--- src/rtl/operand_loader.sv ---
`default_nettype none
// ============================================================================
//  Module      : operand_loader
//  Description : Push-button / slide-switch front end for the 4-bit ALU.
//                Synchronises and debounces three buttons, turns each press
//                into a single load strobe with a registered copy of the
//                switches, and enforces the entry order A -> B -> opcode.
//  Revision    : 1.0  initial release
// ============================================================================
module operand_loader #(
    parameter int DEB_CYCLES = 500000,
    parameter int DEB_W      = 20
) (
    input  logic       clk,
    input  logic       clr_common,
    input  logic [3:0] sw,
    input  logic       btn_A,
    input  logic       btn_B,
    input  logic       btn_op,
    output logic [3:0] data,
    output logic       ld_A,
    output logic       ld_B,
    output logic       ld_op,
    output logic [1:0] stage,
    output logic       ready,
    output logic       err
);

    // Debounce counter value on the last differing cycle before the flip
    localparam logic [DEB_W-1:0] c_DEB_LAST = DEB_W'(DEB_CYCLES - 1);

    typedef enum logic [1:0] {
        S_WAIT_A  = 2'd0,
        S_WAIT_B  = 2'd1,
        S_WAIT_OP = 2'd2,
        S_DONE    = 2'd3
    } state_t;

    // Button vector ordering: bit 0 = A, bit 1 = B, bit 2 = opcode
    logic [2:0] w_btn_raw;
    logic [2:0] r_btn_m;
    logic [2:0] r_btn_s;
    logic [3:0] r_sw_m;
    logic [3:0] r_sw_s;
    logic [2:0] w_press;

    state_t     r_state;
    state_t     w_state_nxt;
    logic [2:0] r_ld;
    logic [2:0] w_ld_nxt;
    logic [3:0] r_data;
    logic [3:0] w_data_nxt;
    logic       r_err;
    logic       w_err_nxt;
    logic       r_ready;
    logic [2:0] w_exp_mask;

    assign w_btn_raw = {btn_op, btn_B, btn_A};

    // Two-flop synchronisers for the buttons and the switch bits
    always_ff @(posedge clk) begin
        if (clr_common) begin
            r_btn_m <= '0;
            r_btn_s <= '0;
            r_sw_m  <= '0;
            r_sw_s  <= '0;
        end else begin
            r_btn_m <= w_btn_raw;
            r_btn_s <= r_btn_m;
            r_sw_m  <= sw;
            r_sw_s  <= r_sw_m;
        end
    end

    generate
        for (genvar gi = 0; gi < 3; gi++) begin : g_deb
            logic [DEB_W-1:0] r_cnt;
            logic             r_deb;
            logic             r_press;

            // Debounce: flip only after DEB_CYCLES consecutive differing
            // cycles; a 0->1 flip is registered as a one-cycle press event
            always_ff @(posedge clk) begin
                if (clr_common) begin
                    r_cnt   <= '0;
                    r_deb   <= 1'b0;
                    r_press <= 1'b0;
                end else begin
                    r_press <= 1'b0;
                    if (r_btn_s[gi] == r_deb) begin
                        r_cnt <= '0;
                    end else if (r_cnt == c_DEB_LAST) begin
                        r_deb   <= r_btn_s[gi];
                        r_cnt   <= '0;
                        r_press <= r_btn_s[gi];
                    end else begin
                        r_cnt <= r_cnt + 1'b1;
                    end
                end
            end

            assign w_press[gi] = r_press;
        end
    endgenerate

    // Entry-order FSM: accept only the expected button, flag anything else
    always_comb begin
        w_state_nxt = r_state;
        w_ld_nxt    = '0;
        w_data_nxt  = r_data;
        w_err_nxt   = r_err;
        w_exp_mask  = 3'b001;
        case (r_state)
            S_WAIT_B:  w_exp_mask = 3'b010;
            S_WAIT_OP: w_exp_mask = 3'b100;
            default:   w_exp_mask = 3'b001;
        endcase
        if ((w_press & w_exp_mask) != 3'b000) begin
            w_ld_nxt   = w_exp_mask;
            w_data_nxt = r_sw_s;
            // Another simultaneous event keeps the error flag set
            w_err_nxt  = ((w_press & ~w_exp_mask) != 3'b000);
            case (r_state)
                S_WAIT_A:  w_state_nxt = S_WAIT_B;
                S_WAIT_B:  w_state_nxt = S_WAIT_OP;
                S_WAIT_OP: w_state_nxt = S_DONE;
                default:   w_state_nxt = S_WAIT_B;
            endcase
        end else if (w_press != 3'b000) begin
            w_err_nxt = 1'b1;
        end
    end

    // State and registered status/strobe outputs
    always_ff @(posedge clk) begin
        if (clr_common) begin
            r_state <= S_WAIT_A;
            r_ld    <= '0;
            r_data  <= '0;
            r_err   <= 1'b0;
            r_ready <= 1'b0;
        end else begin
            r_state <= w_state_nxt;
            r_ld    <= w_ld_nxt;
            r_data  <= w_data_nxt;
            r_err   <= w_err_nxt;
            r_ready <= (w_state_nxt == S_DONE);
        end
    end

    assign data  = r_data;
    assign ld_A  = r_ld[0];
    assign ld_B  = r_ld[1];
    assign ld_op = r_ld[2];
    assign stage = r_state;
    assign ready = r_ready;
    assign err   = r_err;

endmodule
`default_nettype wire

--- config.mk ---
export PLATFORM = sky130hd
export DESIGN_NAME = operand_loader
export DESIGN_NICKNAME = d
export VERILOG_FILES = /design/src/rtl/operand_loader.sv
export SDC_FILE = /design/constraint.sdc
export NUM_CORES = 1
export LEC_CHECK = 0
export ABC_CLOCK_PERIOD_IN_PS = 4500
export BUFFER_PORTS_ARGS = -buffer_cell sky130_fd_sc_hd__buf_2
export CORE_ASPECT_RATIO = 0.7
export CORE_UTILIZATION = 45
export CTS_CLUSTER_DIAMETER = 50
export DETAILED_ROUTE_END_ITERATION = 8
export GPL_TIMING_DRIVEN = 0
export MAX_ROUTING_LAYER = met4
export PLACE_DENSITY = 0.73
export SYNTH_ARGS = -nofsm -noshare
export SYNTH_HDL_FRONTEND = slang
export SYNTH_SLANG_ARGS = --single-unit
--- constraint.sdc ---
create_clock -name clk -period 4.5 [get_ports clk]
set_input_delay 0.9 -clock clk [delete_from_list [all_inputs] [get_ports clk]]
set_output_delay 0.9 -clock clk [all_outputs]
set_load 0.02 [all_outputs]
# Word-level counts from Yosys, hierarchy flattened
# Cells that the tools add are included.
[word_totals] in_bits=9 memories=0 output_inout_bits=11 wordCells=59 ram_bits=0 mem_bits_ro=0 ff_bits=91 latch_bits=0
[op_classes] n_eq_ne=9 muxes=5 bitwise=10 n_shift=0 magnitude_cmp=0 n_reduce_logical=14 addsub=3 n_div=0 multipliers=0
[op_table] op="$add A20 B1 Y20 const B" count=3
[op_table] op="$eq A20 B19 Y1 const B" count=3
[op_table] op="$reduce_or A3 Y1" count=6
[op_table] op="$reduce_bool A3 Y1" count=3
[op_table] op="$not A1 Y1" count=7
[op_table] op="$and A3 B3 Y3" count=2
[op_table] op="$pmux W3 S2" count=1
[op_table] op="$reduce_and A2 Y1" count=3
[op_table] op="$eq A2 B2 Y1 const B" count=2
[op_table] op="$pmux W2 S2" count=1
[op_table] op="$eq A1 B1 Y1" count=3
[op_table] op="$not A3 Y3" count=1
[op_table] op="$eq A2 B1 Y1 const B" count=1
[op_table] op="$mux W1" count=2
[op_table] op="$mux W2" count=1
[op_table] op="$reduce_bool A2 Y1" count=1
[op_table] op="$reduce_or A2 Y1" count=1

# Depth between registers and ports, before layout
[depth] depth_word=6 mapped_depth=7 ltp_nobuf=6

# Worst setup path after synthesis
# Ideal clock, no wire load.
[synth_timing] path_kind="register to register" startpoint="register r_state[0], in the netlist stage[0]" endpoint="register r_data[0], in the netlist data[0]" synth_period_minus_slack_ps=2019 setup_ps=128 slack_ps=2481 stages_incl_launch_ff=7 required_time_ps=4372 t_arrival_ps=1891 path_cell_list="dfxtp_1 -> inv_1 -> ha_1 -> a222oi_1 -> clkbuf_1 -> mux2i_1 -> nor2_1"
[synth_between] elab_chain_cells=4
[synth_lines] item="start: declaration" line_no="47" text="state_t r_state;"
[synth_lines] item="start signal: assignment" line_no="143" text="r_state <= w_state_nxt;"
[synth_lines] item="$eq A2 B2 Y1 / $eq A2 B1 Y1 (equally long branches)" line_no="113" text="case (r_state)"
[synth_lines] item="$pmux W3 S2 *" line_no="113"
[synth_lines] item="net w_exp_mask[0]" line_no="56" text="logic [2:0] w_exp_mask;"
[synth_lines] item="$and A3 B3 Y3 *" line_no="118" text="if ((w_press & w_exp_mask) != 3'b000) begin"
[synth_lines] item="$reduce_bool A3 Y1 *" line_no="118"
[synth_lines] item="end signal: assignment" line_no="145" text="r_data <= w_data_nxt;"
[synth_lines] item="end: declaration" line_no="51" text="logic [3:0] r_data;"
# Mark *: on every way through the listed nets, which the timed path passes. The rest lies on a longest branch.
# A chain may end at the register's enable or synchronous reset.

# Worst setup path in the final report
[layout_timing] startpoint="register r_state[0], in the netlist stage[0]" endpoint="register r_ready, in the netlist ready"
[layout_between] elab_chain_cells=6
[layout_lines] item="$eq A2 B2 Y1 / $eq A2 B1 Y1 (equally long branches)" line_no="113"
[layout_lines] item="$pmux W3 S2 *" line_no="113"
[layout_lines] item="net w_exp_mask[0]" line_no="56"
[layout_lines] item="$and A3 B3 Y3 *" line_no="118"
[layout_lines] item="$reduce_bool A3 Y1 *" line_no="118"
[layout_lines] item="$mux W2 *" line_no="118"
[layout_lines] item="$eq A2 B2 Y1 *" line_no="147" text="r_ready <= (w_state_nxt == S_DONE);"
[layout_lines] item="end signal: assignment" line_no="147"
[layout_lines] item="end: declaration" line_no="55" text="logic r_ready;"
# Marks and branches as above.

==> run_results.csv <==
group,metric,value,unit
yosys,syn-num-nets,422,
grt,grt_pass1_wl,12770,µm
timing,hold_viol_final,0,
cells_and_area,multi_input_area,0.001822,mm²
floorplan,boundaryPins,20,
yosys,netlist_area,0.003767,mm²
grt,top_usage_layer,"met2",
clock_tree,cts.clk_slew.worst_paths,0.06,ns
timing,rsz0062_at_grt,"no",
clock_tree,cts_buffers,9,
cells_and_area,syn_to_final_growth,13.75,%
power_and_ir_drop,power.switching,0.3245,mW
setup_path,reg2reg_slack,2.37,ns
setup_path,cp.required,4.73,ns
setup_path,crit_path_max_fanout,10,
setup_path,r2r_cells,7,
timing,maxSlewViolCount,0,
status,outcome,"finished, violations left",
drt,drtIter0Drc,186,
power_and_ir_drop,p_sw_share,20.41,%
power_and_ir_drop,power,1.590,mW
power_and_ir_drop,cellPowerDensity,371.0,mW/mm²
grt,track_usage,18.92,%
yosys,synth.distinct_cells,44,
setup_path,crit_path_end,"ready",
clock_tree,hold_buffers,0,
worst_hold_path,worstHoldPathCells,1,
timing,fin_crit,2.133,ns
power_and_ir_drop,power_frac_clock,47.4,%
power_and_ir_drop,p_leak,1.430,nW
drt,firstDrtPassIters,7,
timing,slew_headroom,60.84,%
floorplan,dieArea,0.008748,mm²
setup_path,critical_path_depth,7,
setup_path,crit_chain,"inv_1 > ha_1 > a222oi_1 > clkbuf_1 > nor2_1 > a21oi_1 > nor2b_1",
clock_tree,clockRootBuffer,"clkbuf_16",
timing,worst_pin_slew,0.5820,ns
cells_and_area,antenna_cells,0,
setup_path,critical_path_arrival,2.36,ns
drt,wirelength,7243,µm
grt,grt_start_max_net_pins,16,
cells_and_area,fillCellCount,727,
timing,post-route-period-util,47.39,%
yosys,async_flop_share,0,%
setup_path,crit_path_end_kind,"flip-flop",
grt,use_met1,23.05,%
grt,grt_overflow,0,
placement,place_congestion,0.8142,
yosys,synth_warnings,0,
floorplan,fp.dieW,111.4,µm
timing,setup_viol,0,
flow_run,maxCapViolations,0,
grt,antenna_found_initial,0,
grt,grt_pass1_vias,2823,
clock_tree,cts_post_setup_buffers_inserted,0,
timing,setup_tns,0,ns
power_and_ir_drop,combPwrFrac,1.4,%
setup_path,path_class,"flip-flop to flip-flop",
floorplan,rows,27,
setup_path,cpPeakStageDelay,0.46,ns
setup_path,crit_slowest_cell,"a222oi_1",
clock_tree,cts.repair.resized,0,
clock_tree,clock_latency,0.34,ns
floorplan,coreArea,0.007973,mm²
placement,dp_hpwl,5024,µm
power_and_ir_drop,power_frac_seq,51.2,%
setup_path,rr_endpoint,"ready",
drt,num_vias,2909,
yosys,yosysSeqAreaShare,48.36,%
cells_and_area,drive_gt1_share,11.36,%
power_and_ir_drop,vdd_drop_max,0.2132,mV
grt,met3_usage,5.792,%
status,violations,"DRC",
drt,route.detailed.drc,6,
setup_path,path_buf_inv,2,
timing,finalClockSkew,0.004931,ns
floorplan,fp.dieH,78.56,µm
setup_path,crit_family,"compound AO/OA/AOI/OAI gates",
cells_and_area,register_area,0.001822,mm²
yosys,synth_cells,407,
clock_tree,cts_sinks,91,
yosys,synth-edff-count,0,
timing,fmax,468.9,MHz
clock_tree,cts_tree,"yes",
drt,via_per_inst,5.377,
setup_path,r2r-start,"stage[0]",
worst_hold_path,hold_path.class,"flip-flop to flip-flop",
setup_path,crit_path_start_kind,"flip-flop",
yosys,ys_seq_elements,91,
drt,wire_per_inst,13.39,µm
grt,grt.met2_usage,29.88,%
placement,port_buffers,18,
clock_tree,cts.path.max_buffers,2,
drt,ant_nets,0,
floorplan,initial_utilization,47.25,%
clock_tree,h-tree-depth,3,
yosys,ys.flop_type,"dfxtp_1",
yosys,syn_area_per_cell,9.256,µm²
setup_path,critPathLaunch,"stage[0]",
power_and_ir_drop,internal_power,1.265,mW
cells_and_area,nets,451,
==> layout make-up <==
cell class	instances	area share (%)
sequential	91	42.51
multi-input combinational	286	42.51
clock buffer	10	5.577
tap	101	2.949
timing repair buffer	18	2.102
inverter	17	1.489
clock inverter	5	1.460
buffer	13	1.401
==> per-stage QoR <==
step                      hold WS [ns]  area (µm²)  utilization, %  setup WS (ns)  cells
after detailed placement        0.4226        3984           49.97          2.347    526
final                           0.4334        4285           53.75          2.367    541
after floorplan                 0.4112        3767               -          2.481    407
after CTS                       0.4361        4285           53.75          2.369    541
after global routing            0.4552        4285           53.75          2.072    541
after global placement          0.4222        3984           49.97          2.361    526
==> metal layers <==
| metal | up-vias | part of all wire [%] | wire [µm] |
|---|---|---|---|
| li1 | 1486 | - | - |
| met1 | 1362 | 50 | 3622 |
| met2 | 54 | 45 | 3234 |
| met3 | 7 | 4.2 | 303 |
| met4 | 0 | 1.1 | 82 |
| met5 | - | 0 | 0 |
==> cell families after synthesis <==
kind of cell,Yosys count,synth area share [%]
AO/OA/AOI/OAI,40,6.776
XOR/XNOR,44,10.23
adder cells (fa/ha/maj),6,1.993
buffers and inverters,30,3.288
flip-flops,91,48.36
multiplexers,4,1.063
AND/OR/NAND/NOR,192,28.30
==> cells in the final DEF (no fill, tap or decap), types with 2 or more instances in the layout <==
cell        count
nor3_1         11
clkbuf_16       9
or4_1           5
buf_2          20
nor2b_1        16
and4_1          6
clkinvlp_4      2
ha_1            6
mux2i_1         4
nand3_1        15
nor4b_1         6
dfxtp_1        91
a222oi_1        2
xnor2_1        27
nand4b_1        2
nand4_1        16
o21ai_2         2
nor2_1         57
a21oi_1        17
inv_1          17
nand2_1        19
and3_1          5
nor4_1         11
o21ai_0         9
o31ai_1         5
clkbuf_1        9
and2_1          2
or3_1          11
xor2_1         17
==> power groups by stage <==
| stage | clock, mW | combinational, mW | sequential, mW |
|---|---|---|---|
| floorplan | 0 | 0.0146 | 0.832 |
| global placement | 0 | 0.0213 | 0.832 |
| detailed placement | 0 | 0.0219 | 0.832 |
| CTS | 0.770 | 0.0222 | 0.814 |
| global route | 0.803 | 0.0244 | 0.814 |
| finish | 0.754 | 0.0218 | 0.814 |
==> worst min-delay path by stage <==
stage | from | end | slack, ns
final | r_sw_m[3] | r_sw_s[3] | 0.43
after CTS | r_sw_m[3] | r_sw_s[3] | 0.44
after global routing | r_sw_m[3] | r_sw_s[3] | 0.46
after floorplan | g_deb[2].r_cnt[0] | g_deb[2].r_cnt[0] | 0.41
after global placement | g_deb[2].r_cnt[0] | g_deb[2].r_cnt[0] | 0.42
after detailed placement | r_sw_m[1] | r_sw_s[1] | 0.42
==> synth_stat cells, types with 2 or more instances <==
master | instances | area (µm²)
nor4b_1 | 6 | 52.55
and2_1 | 2 | 12.51
inv_1 | 17 | 63.81
ha_1 | 6 | 75.07
nand3_1 | 15 | 75.07
xor2_1 | 17 | 148.9
nor2_1 | 57 | 214.0
nand4_1 | 16 | 100.1
buf_2 | 2 | 10.01
xnor2_1 | 27 | 236.5
nor2b_1 | 16 | 100.1
and3_1 | 5 | 31.28
nand4b_1 | 2 | 17.52
o21ai_2 | 2 | 17.52
o21ai_0 | 9 | 45.04
mux2i_1 | 4 | 40.04
nor4_1 | 11 | 68.82
or3_1 | 11 | 68.82
clkbuf_1 | 9 | 33.78
dfxtp_1 | 91 | 1822
nor3_1 | 11 | 55.05
nand2_1 | 19 | 71.32
a222oi_1 | 2 | 20.02
a21oi_1 | 17 | 85.08
or4_1 | 5 | 37.54
o31ai_1 | 5 | 37.54
and4_1 | 6 | 52.55
==> worst reg2reg max path, stage by stage (launching register included) <==
cell	delay, ns
dfxtp_1	0.41
inv_1	0.07
ha_1	0.31
a222oi_1	0.46
clkbuf_1	0.46
nor2_1	0.08
a21oi_1	0.18
nor2b_1	0.07
==> registers in the layout, indices dropped and copies added (netlist names) <==
signal / cells
g_deb.r_deb: 3
ready: 1
stage: 2
r_sw_m: 4
r_btn_s: 3
r_btn_m: 3
err: 1
r_sw_s: 4
r_ld: 3
g_deb.r_cnt: 60
data: 4
g_deb.r_press: 3
Note: power is estimated with default switching activity, not from simulation.
